**src/rtl/cpu_seq_pkg.sv**
```systemverilog
// rtl/cpu_seq_pkg.sv - shared state type and default parameters for the control sequencer
package cpu_seq_pkg;

  typedef enum logic [1:0] {
    ST_IDLE = 2'd0,
    ST_RUN  = 2'd1,
    ST_HALT = 2'd2
  } seq_state_e;

  localparam int DEF_NUM_STEPS   = 8;
  localparam int DEF_IR_WIDTH    = 16;
  localparam int DEF_OPC_WIDTH   = 6;
  localparam int DEF_DECODE_STEP = 2;

endpackage

```
**src/rtl/opcode_onehot_decoder.sv**
```systemverilog
// rtl/opcode_onehot_decoder.sv - combinational opcode to one-hot decode, all-zero when disabled
module opcode_onehot_decoder #(
  parameter int OPC_WIDTH = 6
) (
  input  logic                      i_en,
  input  logic [OPC_WIDTH-1:0]      i_opc,
  output logic [2**OPC_WIDTH-1:0]   o_d
);

  always_comb begin
    o_d = '0;
    if (i_en) begin
      o_d[i_opc] = 1'b1;
    end
  end

endmodule

```
**src/rtl/control_sequencer.sv**
```systemverilog
// rtl/control_sequencer.sv - one-hot timing step sequencer with opcode latch, decode and halt
module control_sequencer
  import cpu_seq_pkg::*;
#(
  parameter int                    NUM_STEPS   = DEF_NUM_STEPS,
  parameter int                    IR_WIDTH    = DEF_IR_WIDTH,
  parameter int                    OPC_WIDTH   = DEF_OPC_WIDTH,
  parameter int                    DECODE_STEP = DEF_DECODE_STEP,
  parameter logic [OPC_WIDTH-1:0]  HALT_OPCODE = '1
) (
  input  logic                            i_clk,
  input  logic                            i_rst_n,
  input  logic                            i_enable,
  input  logic                            i_stall,
  input  logic                            i_end_instr,
  input  logic [IR_WIDTH-1:0]             i_ir,
  output logic [NUM_STEPS-1:0]            o_t,
  output logic [$clog2(NUM_STEPS)-1:0]    o_step_num,
  output logic [OPC_WIDTH-1:0]            o_opcode,
  output logic [IR_WIDTH-OPC_WIDTH-1:0]   o_operand,
  output logic [2**OPC_WIDTH-1:0]         o_d,
  output logic                            o_instr_done,
  output logic                            o_overrun,
  output logic                            o_halted
);

  localparam int                   SW    = $clog2(NUM_STEPS);
  localparam logic [SW-1:0]        C_DEC = SW'(DECODE_STEP);
  localparam logic [NUM_STEPS-1:0] C_T0  = {{(NUM_STEPS-1){1'b0}}, 1'b1};

  seq_state_e                     r_state, w_state_nxt;
  logic [NUM_STEPS-1:0]           r_t, w_t_nxt;
  logic                           r_done, w_done_nxt;
  logic                           r_overrun, w_overrun_nxt;
  logic [OPC_WIDTH-1:0]           r_opcode;
  logic [IR_WIDTH-OPC_WIDTH-1:0]  r_operand;
  logic                           w_latch;
  logic [SW-1:0]                  w_step;
  logic [OPC_WIDTH-1:0]           w_ir_opc;
  logic                           w_dec_en;
  logic [OPC_WIDTH-1:0]           w_dec_sel;

  assign w_ir_opc = i_ir[IR_WIDTH-1 -: OPC_WIDTH];

  // Binary index is derived from the one-hot register so the two can never disagree.
  always_comb begin
    w_step = '0;
    for (int i = 0; i < NUM_STEPS; i++) begin
      if (r_t[i]) begin
        w_step = w_step | SW'(i);
      end
    end
  end

  always_ff @(posedge i_clk or negedge i_rst_n) begin
    if (!i_rst_n) begin
      r_state   <= ST_IDLE;
      r_t       <= '0;
      r_done    <= 1'b0;
      r_overrun <= 1'b0;
      r_opcode  <= '0;
      r_operand <= '0;
    end else begin
      r_state   <= w_state_nxt;
      r_t       <= w_t_nxt;
      r_done    <= w_done_nxt;
      r_overrun <= w_overrun_nxt;
      if (w_latch) begin
        r_opcode  <= w_ir_opc;
        r_operand <= i_ir[IR_WIDTH-OPC_WIDTH-1:0];
      end
    end
  end

  always_comb begin
    w_state_nxt   = r_state;
    w_t_nxt       = r_t;
    w_done_nxt    = r_done;
    w_overrun_nxt = r_overrun;
    w_latch       = 1'b0;
    case (r_state)
      ST_IDLE: begin
        w_t_nxt    = '0;
        w_done_nxt = 1'b0;
        if (i_enable) begin
          w_state_nxt = ST_RUN;
          w_t_nxt     = C_T0;
        end
      end
      ST_RUN: begin
        if (i_enable && !i_stall) begin
          w_done_nxt = 1'b0;
          w_latch    = (w_step == C_DEC);
          if (i_end_instr && (w_step >= C_DEC)) begin
            w_t_nxt    = C_T0;
            w_done_nxt = 1'b1;
          end else if ((w_step == C_DEC) && (w_ir_opc == HALT_OPCODE)) begin
            w_state_nxt = ST_HALT;
            w_t_nxt     = '0;
          end else if (r_t[NUM_STEPS-1]) begin
            w_t_nxt       = C_T0;
            w_done_nxt    = 1'b1;
            w_overrun_nxt = 1'b1;
          end else begin
            w_t_nxt = r_t << 1;
          end
        end
      end
      ST_HALT: begin
        w_t_nxt    = '0;
        w_done_nxt = 1'b0;
      end
      default: begin
        w_state_nxt = ST_IDLE;
        w_t_nxt     = '0;
        w_done_nxt  = 1'b0;
      end
    endcase
  end

  // Live IR is decoded during the decode step; later steps use the latched opcode.
  assign w_dec_en  = (r_state == ST_RUN) && (w_step >= C_DEC);
  assign w_dec_sel = (w_step == C_DEC) ? w_ir_opc : r_opcode;

  opcode_onehot_decoder #(
    .OPC_WIDTH (OPC_WIDTH)
  ) u_dec (
    .i_en  (w_dec_en),
    .i_opc (w_dec_sel),
    .o_d   (o_d)
  );

  assign o_t          = r_t;
  assign o_step_num   = w_step;
  assign o_opcode     = r_opcode;
  assign o_operand    = r_operand;
  assign o_instr_done = r_done;
  assign o_overrun    = r_overrun;
  assign o_halted     = (r_state == ST_HALT);

endmodule

```
**config.mk**
```make
export PLATFORM = sky130hd
export DESIGN_NAME = control_sequencer
export DESIGN_NICKNAME = d
export VERILOG_FILES = /design/src/rtl/cpu_seq_pkg.sv /design/src/rtl/opcode_onehot_decoder.sv /design/src/rtl/control_sequencer.sv
export SDC_FILE = /design/constraint.sdc
export NUM_CORES = 1
export LEC_CHECK = 0
export CAP_MARGIN = 10
export CORE_MARGIN = 2
export CORE_UTILIZATION = 40
export DETAILED_ROUTE_END_ITERATION = 10
export HOLD_SLACK_MARGIN = 0.06
export PLACE_DENSITY = 0.8
export SLEW_MARGIN = 20
export SYNTH_ARGS = -nofsm -noshare
export SYNTH_HDL_FRONTEND = slang
export SYNTH_SLANG_ARGS = --single-unit
```
**constraint.sdc**
```tcl
create_clock -name i_clk -period 3.6 [get_ports i_clk]
set_clock_uncertainty 0.15 [all_clocks]
set_input_delay 1.08 -clock i_clk [delete_from_list [all_inputs] [get_ports i_clk]]
set_output_delay 1.08 -clock i_clk [all_outputs]
set_load 0.01 [all_outputs]
```
Word-level counts from Yosys, hierarchy flattened
Index checks and enable logic that the tools add are counted.
{"block": "totals", "regBits": 28, "inputBits": 21, "out_inout_bits": 94, "word_cells": 58}
{"block": "classes", "order_cmp": 3, "n_eq_ne": 8, "muxes": 29, "bitwise": 3, "reduce_logical": 9}
{"operator": "64-bit two-way mux", "n": 1}
{"operator": "8-bit two-way mux", "n": 4}
{"operator": "8-bit case mux with 2 select lines", "n": 1}
{"operator": "2-bit two-way mux", "n": 6}
{"operator": "3-bit two-way mux", "n": 4}
{"operator": "1-bit two-way mux", "n": 10}
{"operator": "5-bit AND reduction", "n": 2}
{"operator": "2-bit inequality test (second input constant)", "n": 4}
{"operator": "6-bit by 7-bit less-than comparator with 1-bit output (second input constant)", "n": 1}
{"operator": "1-bit demux with 6-bit select", "n": 1}
{"operator": "6-bit equality test (second input constant)", "n": 1}
{"operator": "6-bit by 1-bit >= comparator with 1-bit output (second input constant)", "n": 1}
{"operator": "6-bit two-way mux", "n": 1}
{"operator": "2-bit case mux with 3 select lines", "n": 1}
{"operator": "1-bit logical AND", "n": 5}
{"operator": "3-bit by 2-bit equality test with 1-bit output (second input constant)", "n": 1}
{"operator": "3-bit by 2-bit >= comparator with 1-bit output (second input constant)", "n": 1}
{"operator": "1-bit inverter", "n": 3}
{"operator": "2-bit by 1-bit equality test with 1-bit output (second input constant)", "n": 1}
{"operator": "2-bit equality test (second input constant)", "n": 1}
{"operator": "2-bit zero test", "n": 1}
{"operator": "1-bit zero test", "n": 1}

Depth between registers and ports, before layout
Gate-level depths: netlist of run 1.
{"block": "logic_depth", "depth_word": 14, "ltp_mapped": 7}

Modules after synthesis
A second synthesis of run 1 with hierarchy kept.
{"block": "hier_totals", "hier_cells": 194, "area_unflattened_um2": 1799.2}
{"mod": "control_sequencer", "n_inst": 1, "cells_per_inst": 95, "area_each_um2": 1303.8}
{"mod": "opcode_onehot_decoder", "n_inst": 1, "cells_per_inst": 99, "area_each_um2": 495.5}

Least setup slack after synthesis of run 1
OpenSTA, ideal clock, no wires.
{"block": "synth_timing", "path_kind": "in2out", "startpoint": "in i_ir[10]", "endpoint": "out o_d[20]", "t_arrival_ns": 2.156, "required_ns": 2.370, "slack_ns": 0.214, "path_stages": 5, "path_cell_list": "buf_1 > or2_2 > nor4_1 > o21ai_0 > nor2_1"}
{"block": "synth_via", "elab_chain_cells": 6}
{"item": "start, declared", "line": "control_sequencer.sv:16", "rtl": "input logic [IR_WIDTH-1:0] i_ir,"}
{"item": "6-bit two-way mux (*)", "line": "control_sequencer.sv:123", "rtl": "assign w_dec_sel = (w_step == C_DEC) ? w_ir_opc : r_opcode;"}
{"item": "6-bit by 7-bit less-than comparator with 1-bit output (not written as such) / 6-bit by 1-bit >= comparator with 1-bit output (equally long branches)", "line": "opcode_onehot_decoder.sv:13", "rtl": "o_d[i_opc] = 1'b1;"}
{"item": "1-bit logical AND (not written as such)", "line": "opcode_onehot_decoder.sv:13"}
{"item": "1-bit two-way mux (not written as such)", "line": "opcode_onehot_decoder.sv:13"}
{"item": "1-bit demux with 6-bit select (*)"}
{"item": "64-bit two-way mux (*)", "line": "opcode_onehot_decoder.sv:12", "rtl": "if (i_en) begin"}
{"item": "end, declared", "line": "control_sequencer.sv:21", "rtl": "output logic [2**OPC_WIDTH-1:0] o_d,"}
Every way passes the cells marked *; elsewhere a longest branch is shown, timed or not.

Worst setup path after layout of run 1
{"block": "layout_timing", "startpoint": "in i_ir[11]", "endpoint": "out o_d[15]"}
The elaborated chain is that of the path after synthesis.

==> parameters.txt, run 1 <==
Parameter                              Value

Status
  Run status    complete, but fails checks
  Failing checks    negative setup slack

Clock network
  Number of CTS-inserted buffers    3
  H-tree lvl count    1
  Root buffer cell    sky130_fd_sc_hd__clkbuf_8
  Latest clock arrival within the worst-skew pair    280 ps
  Cts hold-fix bufs    0
  Total clock sinks    28
  Max Buffers Root-to-Sink    2
  Clock transition at the register clock pins on the worst setup and hold paths after CTS    100 ps
  TritonCTS clock tree    yes

Run
  Maxcap violations    0

Worst setup path
  CP Data Arrival Time    2400 ps
  Kind of capture point of the worst setup path    primary output
  Start of the worst register-to-register path    o_t[4]
  Data required, critical path    2370 ps
  Worst setup path end    o_d[15]
  Register-to-register setup slack    1200 ps
  Critical Path Start Type    primary input
  Maximum net fanout on the critical path    6
  Critical Path Source    i_ir[11]
  Worst reg-to-reg path cell count    6
  Crit Path Class    primary input to primary output
  Endpoint of the worst register-to-register path    o_opcode[3]

GRT
  Residual overflow from global routing    0
  Initial antenna violation count    0
  Wire length of the first global-routing pass    14400 um
  Largest net degree at the start of global routing    29
  Combined global-route utilization of all metal layers    0.288
  Via count of the first global-routing pass    2942

Synth
  Number of synthesized register bits    28
  Avg Synthesized Cell Area    8.01 um2
  Syn Nets    304
  Count of flip-flops with a built-in enable after synthesis    0
  Top_reg_cell synth    sky130_fd_sc_hd__dfrtp_1
  Syn Inst Count    283
  Share of the synthesized area in the top cell type    0.309
  Unique masters post-synth    49
  Number of warning messages in the yosys log    0
  Synth Cell Area    0.00227 mm2
  Async S/R FF share, synth    1.00
  Sequential cell area fraction in the yosys report    0.309
  Cell type with the largest total area after synthesis    sky130_fd_sc_hd__dfrtp_1
  Ranking of synthesized cells by area    sky130_fd_sc_hd__dfrtp_1 (31%), sky130_fd_sc_hd__nor2_1 (8.9%), sky130_fd_sc_hd__mux2_1 (4.5%)

Hold path
  Min-delay worst type    flop to flop

Place
  Last weighted congestion value of the routability-driven placer    0.901
  Number of port buffers    114
  Placed wire-length estimate    6360 um
  Dpl cell area    0.00371 mm2

Cells and area
  Synthesis-to-layout area growth    88.2%
  Fin nets    460
  Fill cell total of the finished layout    370
  Final design area excluding fillers    0.00426 mm2
  Util after Layout    0.779
  Share of layout cells above drive strength 1    0.384
  Number of antenna repair diodes    0
  Total area of multi-input combinational cells    0.00190 mm2
  Top library cells by usage in the layout, fill and taps aside    sky130_fd_sc_hd__nor2_1 (51), sky130_fd_sc_hd__buf_4 (47), sky130_fd_sc_hd__clkdlybuf4s50_1 (44)
  Combined flip-flop and latch cell area    703 um2
  Most common cell after layout, fill and taps aside    sky130_fd_sc_hd__nor2_1

Timing
  Setup repair after global routing missed its margin    true
  Worst Tran Pin Value    656 ps
  Total count of hold-check failures in the final report    0
  Peak Freq    0.276 GHz
  Fin crit share    1.01
  Final worst slack    -25.2 ps
  Final-report max-slew violation count    0
  Endpoints failing setup    2
  Final period demand of the worst path    3630 ps
  Worst slew slack as a fraction of its limit    0.559

Route
  DRT antenna net count    0
  M1 WL    3920 um
  Vias after detailed routing    3212
  Wire length after detailed routing    10500 um
  Highest metal used    met4
  Met3 routed wirelength    974 um
  First-pass iteration count of the detailed router    5
  Drt drc    0
  Routed WL per cell    20.6 um
  Violation count after the first detailed-routing iteration    322
  Via count normalized by instance count    6.30
  Wire length on met2    5200 um

Pwr
  Leakage    1.79 nW
  Internal portion of total power    0.000502 W
  Power share of the clock group    0.389
  Switching part of the total    0.230
  Relative contribution of sequential cells to total power    0.482
  Net switching component of the power    0.000150 W
  Comb pwr share    0.129
  Worst vdd ir    0.224 mV
  Power density over cell area    153 mW/mm2

Floorplanning
  Die Height    79.3 um
  Starting density of the core    0.414
  Area inside the core boundary    0.00547 mm2
  I/O pin count    115
  Die extent in x    79.3 um
  # rows    27
  Floorplan die area    0.00628 mm2
-- layout make-up --
type | count | share of cell area
clock buffers | 3 | 0.00968
clock inverters | 1 | 0.00704
inverters | 8 | 0.00704
multi-input cells | 228 | 0.445
flip-flops and latches | 28 | 0.165
well taps | 72 | 0.0211
repair buffers | 170 | 0.346
-- routing by layer --
| metal | track usage | vias up |
|---|---|---|
| met3 | 0.0659 | 58 |
| met5 | 0 | - |
| met2 | 0.497 | 236 |
| li1 | - | 1376 |
| met1 | 0.355 | 1542 |
| met4 | 0.0948 | 0 |
-- critical path, stage by stage --
cell and delay [ps]:
sky130_fd_sc_hd__buf_2 150, sky130_fd_sc_hd__buf_4 160, sky130_fd_sc_hd__nand2_2 100, sky130_fd_sc_hd__buf_4 150
sky130_fd_sc_hd__nor4_2 210, sky130_fd_sc_hd__o21ai_1 170, sky130_fd_sc_hd__nor2_1 110, sky130_fd_sc_hd__dlygate4sd2_1 280
-- logic make-up (layout without fill, tap and decap cells) --
family          after synthesis  after routing  synth area share
mux                          20             20            0.0966
buf+inv                      27            182            0.0514
simple gates                141            141             0.350
flops                        28             28             0.309
compound gates               67             67             0.193
-- how the worst min path moves through the flow --
stage	start	end	cells after the start
floorplan	r_state[1]	o_t[0]	1
global placement	r_state[1]	o_t[0]	1
detailed placement	r_state[1]	o_t[0]	1
CTS	r_state[1]	o_t[0]	1
global route	r_state[1]	o_t[0]	1
finish	r_state[1]	o_t[0]	1
-- state kept, by name, summed over array words and instances, names as in the netlist --
register and flops:
o_t 8, o_opcode 6, o_overrun 1, o_operand 10
r_state 2, o_instr_done 1
-- synthesized netlist by cell type (all sizes together), types with 2 or more instances --
master	instances
nor4	17
or3	2
a22o	4
and4	4
nor2b	6
a32o	2
nor2	55
buf	6
nor4b	4
mux2i	5
nand2	12
clkbuf	13
o21ai	14
a41oi	2
mux2	15
a211oi	6
nand3	7
a2111oi	5
a21oi	18
nor3b	5
nand4	6
and3	3
nor3	5
a31oi	9
inv	8
nand2b	9
dfrtp	28
or4	2
-- power groups by stage --
stage	Clock, W	Combinational, W	Sequential [W]
4_1_cts	0.000259	0.0000757	0.000314
3_3_place_gp	0	0.0000672	0.000320
2_1_floorplan	0	0.0000171	0.000321
6_report	0.000254	0.0000839	0.000314
3_5_place_dp	0	0.0000692	0.000320
5_1_grt	0.000271	0.0000892	0.000314
-- metrics by stage --
stage          worst slack (ps)  hold WS (ps)  setup TNS, ps  total power (W)  cells
6_report                  -25.2           344          -37.4         0.000652    510
3_3_place_gp               -681           309         -39680         0.000388    488
5_1_grt                   -75.4           364          -1010         0.000675    510
2_1_floorplan               214           285              0         0.000338    283
4_1_cts                   -36.6           338           -109         0.000649    504
3_5_place_dp               -723           322         -41830         0.000390    488
-- timing repair --
item,in CTS,in global routing
setup buffers,12,5
cloned,0,2
pin swaps,15,20
endpoints found under the hold margin,0,0
gates resized for setup,178,74
endpoints found under the setup margin,64,54
No activity file was read; power rests on OpenSTA's default activity.
==> run 2: changes to the inputs <==
Settings changed: GPL_TIMING_DRIVEN set to 0, TNS_END_PERCENT set to 1.
==> run 2 against run 1 <==
The run still ends with negative setup slack left. Sequential power about the same. Clock-buffer cell count grew 1. Worst hold slack worse by 1.2 ps. Global-route usage is 0.80 points lower. Flip-flop and latch count is the same. Utilization decreased by 6.5 points. Setup slack worse by 150 ps.
==> parameters.txt, run 2 (synthesis results as in run 1) <==
Parameter                              Value

Route
  First-pass iteration count of the detailed router    5
  Via count normalized by instance count    6.04
  Drt drc    0
  Routed WL per cell    19.1 um
  Violation count after the first detailed-routing iteration    355
  Vias after detailed routing    2935
  DRT antenna net count    0
  Wire length after detailed routing    9290 um

Place
  Placed wire-length estimate    6240 um
  Worst setup slack after placement    -1030 ps
  Last weighted congestion value of the routability-driven placer    0.936
  Number of port buffers    113

GRT
  Combined global-route utilization of all metal layers    0.280
  Largest net degree at the start of global routing    29
  Residual overflow from global routing    0
  Via count of the first global-routing pass    2729
  Wire length of the first global-routing pass    14100 um
  Initial antenna violation count    0

Worst setup path
  Data required, critical path    2370 ps
  Kind of capture point of the worst setup path    primary output
  CP Data Arrival Time    2550 ps
  Crit Path Class    primary input to primary output
  Start of the worst register-to-register path    o_t[5]
  Critical Path Start Type    primary input
  Worst reg-to-reg path cell count    6
  Register-to-register setup slack    1340 ps
  Endpoint of the worst register-to-register path    o_opcode[3]
  Maximum net fanout on the critical path    5

Cells and area
  Fin nets    436
  Most common cell after layout, fill and taps aside    sky130_fd_sc_hd__nor2_1
  Top library cells by usage in the layout, fill and taps aside    sky130_fd_sc_hd__nor2_1 (53), sky130_fd_sc_hd__clkdlybuf4s50_1 (45), sky130_fd_sc_hd__dlygate4sd2_1 (27)
  Util after Layout    0.714
  Share of layout cells above drive strength 1    0.331
  Synthesis-to-layout area growth    72.4%
  Max FFs per register    10
  Number of antenna repair diodes    0

Timing
  Final period demand of the worst path    3780 ps
  Total negative slack for setup checks    -2410 ps
  Endpoints failing setup    26
  Worst slew slack as a fraction of its limit    0.547
  Final-report max-slew violation count    0
  Peak Freq    0.265 GHz
  Worst Tran Pin Value    662 ps
  Fin crit share    1.05
  Setup repair after global routing missed its margin    true
  Total count of hold-check failures in the final report    0
  Final worst slack    -180 ps

Floorplanning
  Starting density of the core    0.414
  Area inside the core boundary    0.00547 mm2
  Floorplan die area    0.00628 mm2
  Die extent in x    79.3 um
  Die Height    79.3 um
  # rows    27
  I/O pin count    115

Clock network
  H-tree lvl count    1
  Clock transition at the register clock pins on the worst setup and hold paths after CTS    90 ps
  Number of CTS-inserted buffers    3
  Max Buffers Root-to-Sink    2
  Cts hold-fix bufs    0
  Total clock sinks    28
  TritonCTS clock tree    yes
  Latest clock arrival within the worst-skew pair    280 ps
  Root buffer cell    sky130_fd_sc_hd__clkbuf_8

Pwr
  Power density over cell area    148 mW/mm2
  Leakage    1.65 nW
  Worst vdd ir    0.192 mV

Status
  Run status    complete, but fails checks
  Failing checks    negative setup slack

Hold path
  Cell depth of the worst hold path    1
  Launch instance of the worst min-delay path    o_overrun
  Min-delay worst type    flop to flop
  Sink of the worst hold path    o_overrun

Run
  Maxcap violations    0
[run 2: cell count changes in the layout (fill, tap and decap cells not counted), moves of 3 or more]
| cell | delta |
|---|---|
| sky130_fd_sc_hd__buf_4 | -32 |
| sky130_fd_sc_hd__dlygate4sd2_1 | -4 |
| sky130_fd_sc_hd__mux2i_1 | +3 |
| sky130_fd_sc_hd__a31oi_4 | -3 |
| sky130_fd_sc_hd__clkdlybuf4s15_1 | -5 |
| sky130_fd_sc_hd__clkbuf_4 | +3 |
| sky130_fd_sc_hd__clkdlybuf4s15_2 | +6 |
| sky130_fd_sc_hd__a21oi_2 | -3 |
| sky130_fd_sc_hd__clkbuf_1 | +3 |
| sky130_fd_sc_hd__clkbuf_2 | +6 |
[run 2: worst max path at each step]
stage               depth (start not counted)  slack, ps     start       to
detailed placement                          6      -1030  i_ir[11]  o_d[55]
CTS                                         7       -230    o_t[4]  o_d[17]
global route                                6       -220  i_ir[15]  o_d[17]
finish                                      6       -180  i_ir[12]  o_d[17]
global placement                            6       -980  i_ir[11]  o_d[63]
floorplan                                   5        210  i_ir[10]  o_d[20]
[run 2: area by class of cell]
type	instances	area, um2
plain buffers	19	158
clock buffers	4	55.1
fillers	435	1570
inverters	8	30.0
multi-input cells	228	1780
flip-flops and latches	28	706
well taps	72	90.1
repair buffers	127	1090
[run 2: report_power, final]
part / switching, W / leakage, nW / internal (W)
combinational: 0.0000401 / 1.25 / 0.0000298
sequential: 0 / 0.374 / 0.000314
clock: 0.0000962 / 0.0288 / 0.0000980
[run 2: worst max-delay path: stages]
cell and delay [ps]:
sky130_fd_sc_hd__clkdlybuf4s15_2 230, sky130_fd_sc_hd__buf_4 190, sky130_fd_sc_hd__nor4_2 320, sky130_fd_sc_hd__o21ai_2 100, sky130_fd_sc_hd__nor2_1 100, sky130_fd_sc_hd__clkdlybuf4s50_1 530
[run 2: metal layers]
metal,GRT usage,vias to the layer above,routed length [um]
met2,0.464,187,4490
met5,0,-,0
li1,-,1321,-
met1,0.360,1403,3720
met3,0.0591,24,846
met4,0.102,0,226
[run 2: timing repair]
| action | CTS | global route |
|---|---|---|
| resized for setup | 181 | 78 |
| setup endpoints to repair | 64 | 64 |
| buffers inserted | 12 | 1 |
| gates cloned | 1 | 0 |
| pin swaps | 11 | 8 |
[run 2: per-stage QoR]
stage	instances	cell area [um2]	power, W	hold WS, ps
floorplan	283	2270	0.000338	285
global placement	468	3490	0.000373	318
CTS	485	3860	0.000579	353
detailed placement	468	3480	0.000374	328
finish	486	3910	0.000578	342
global route	486	3910	0.000605	366
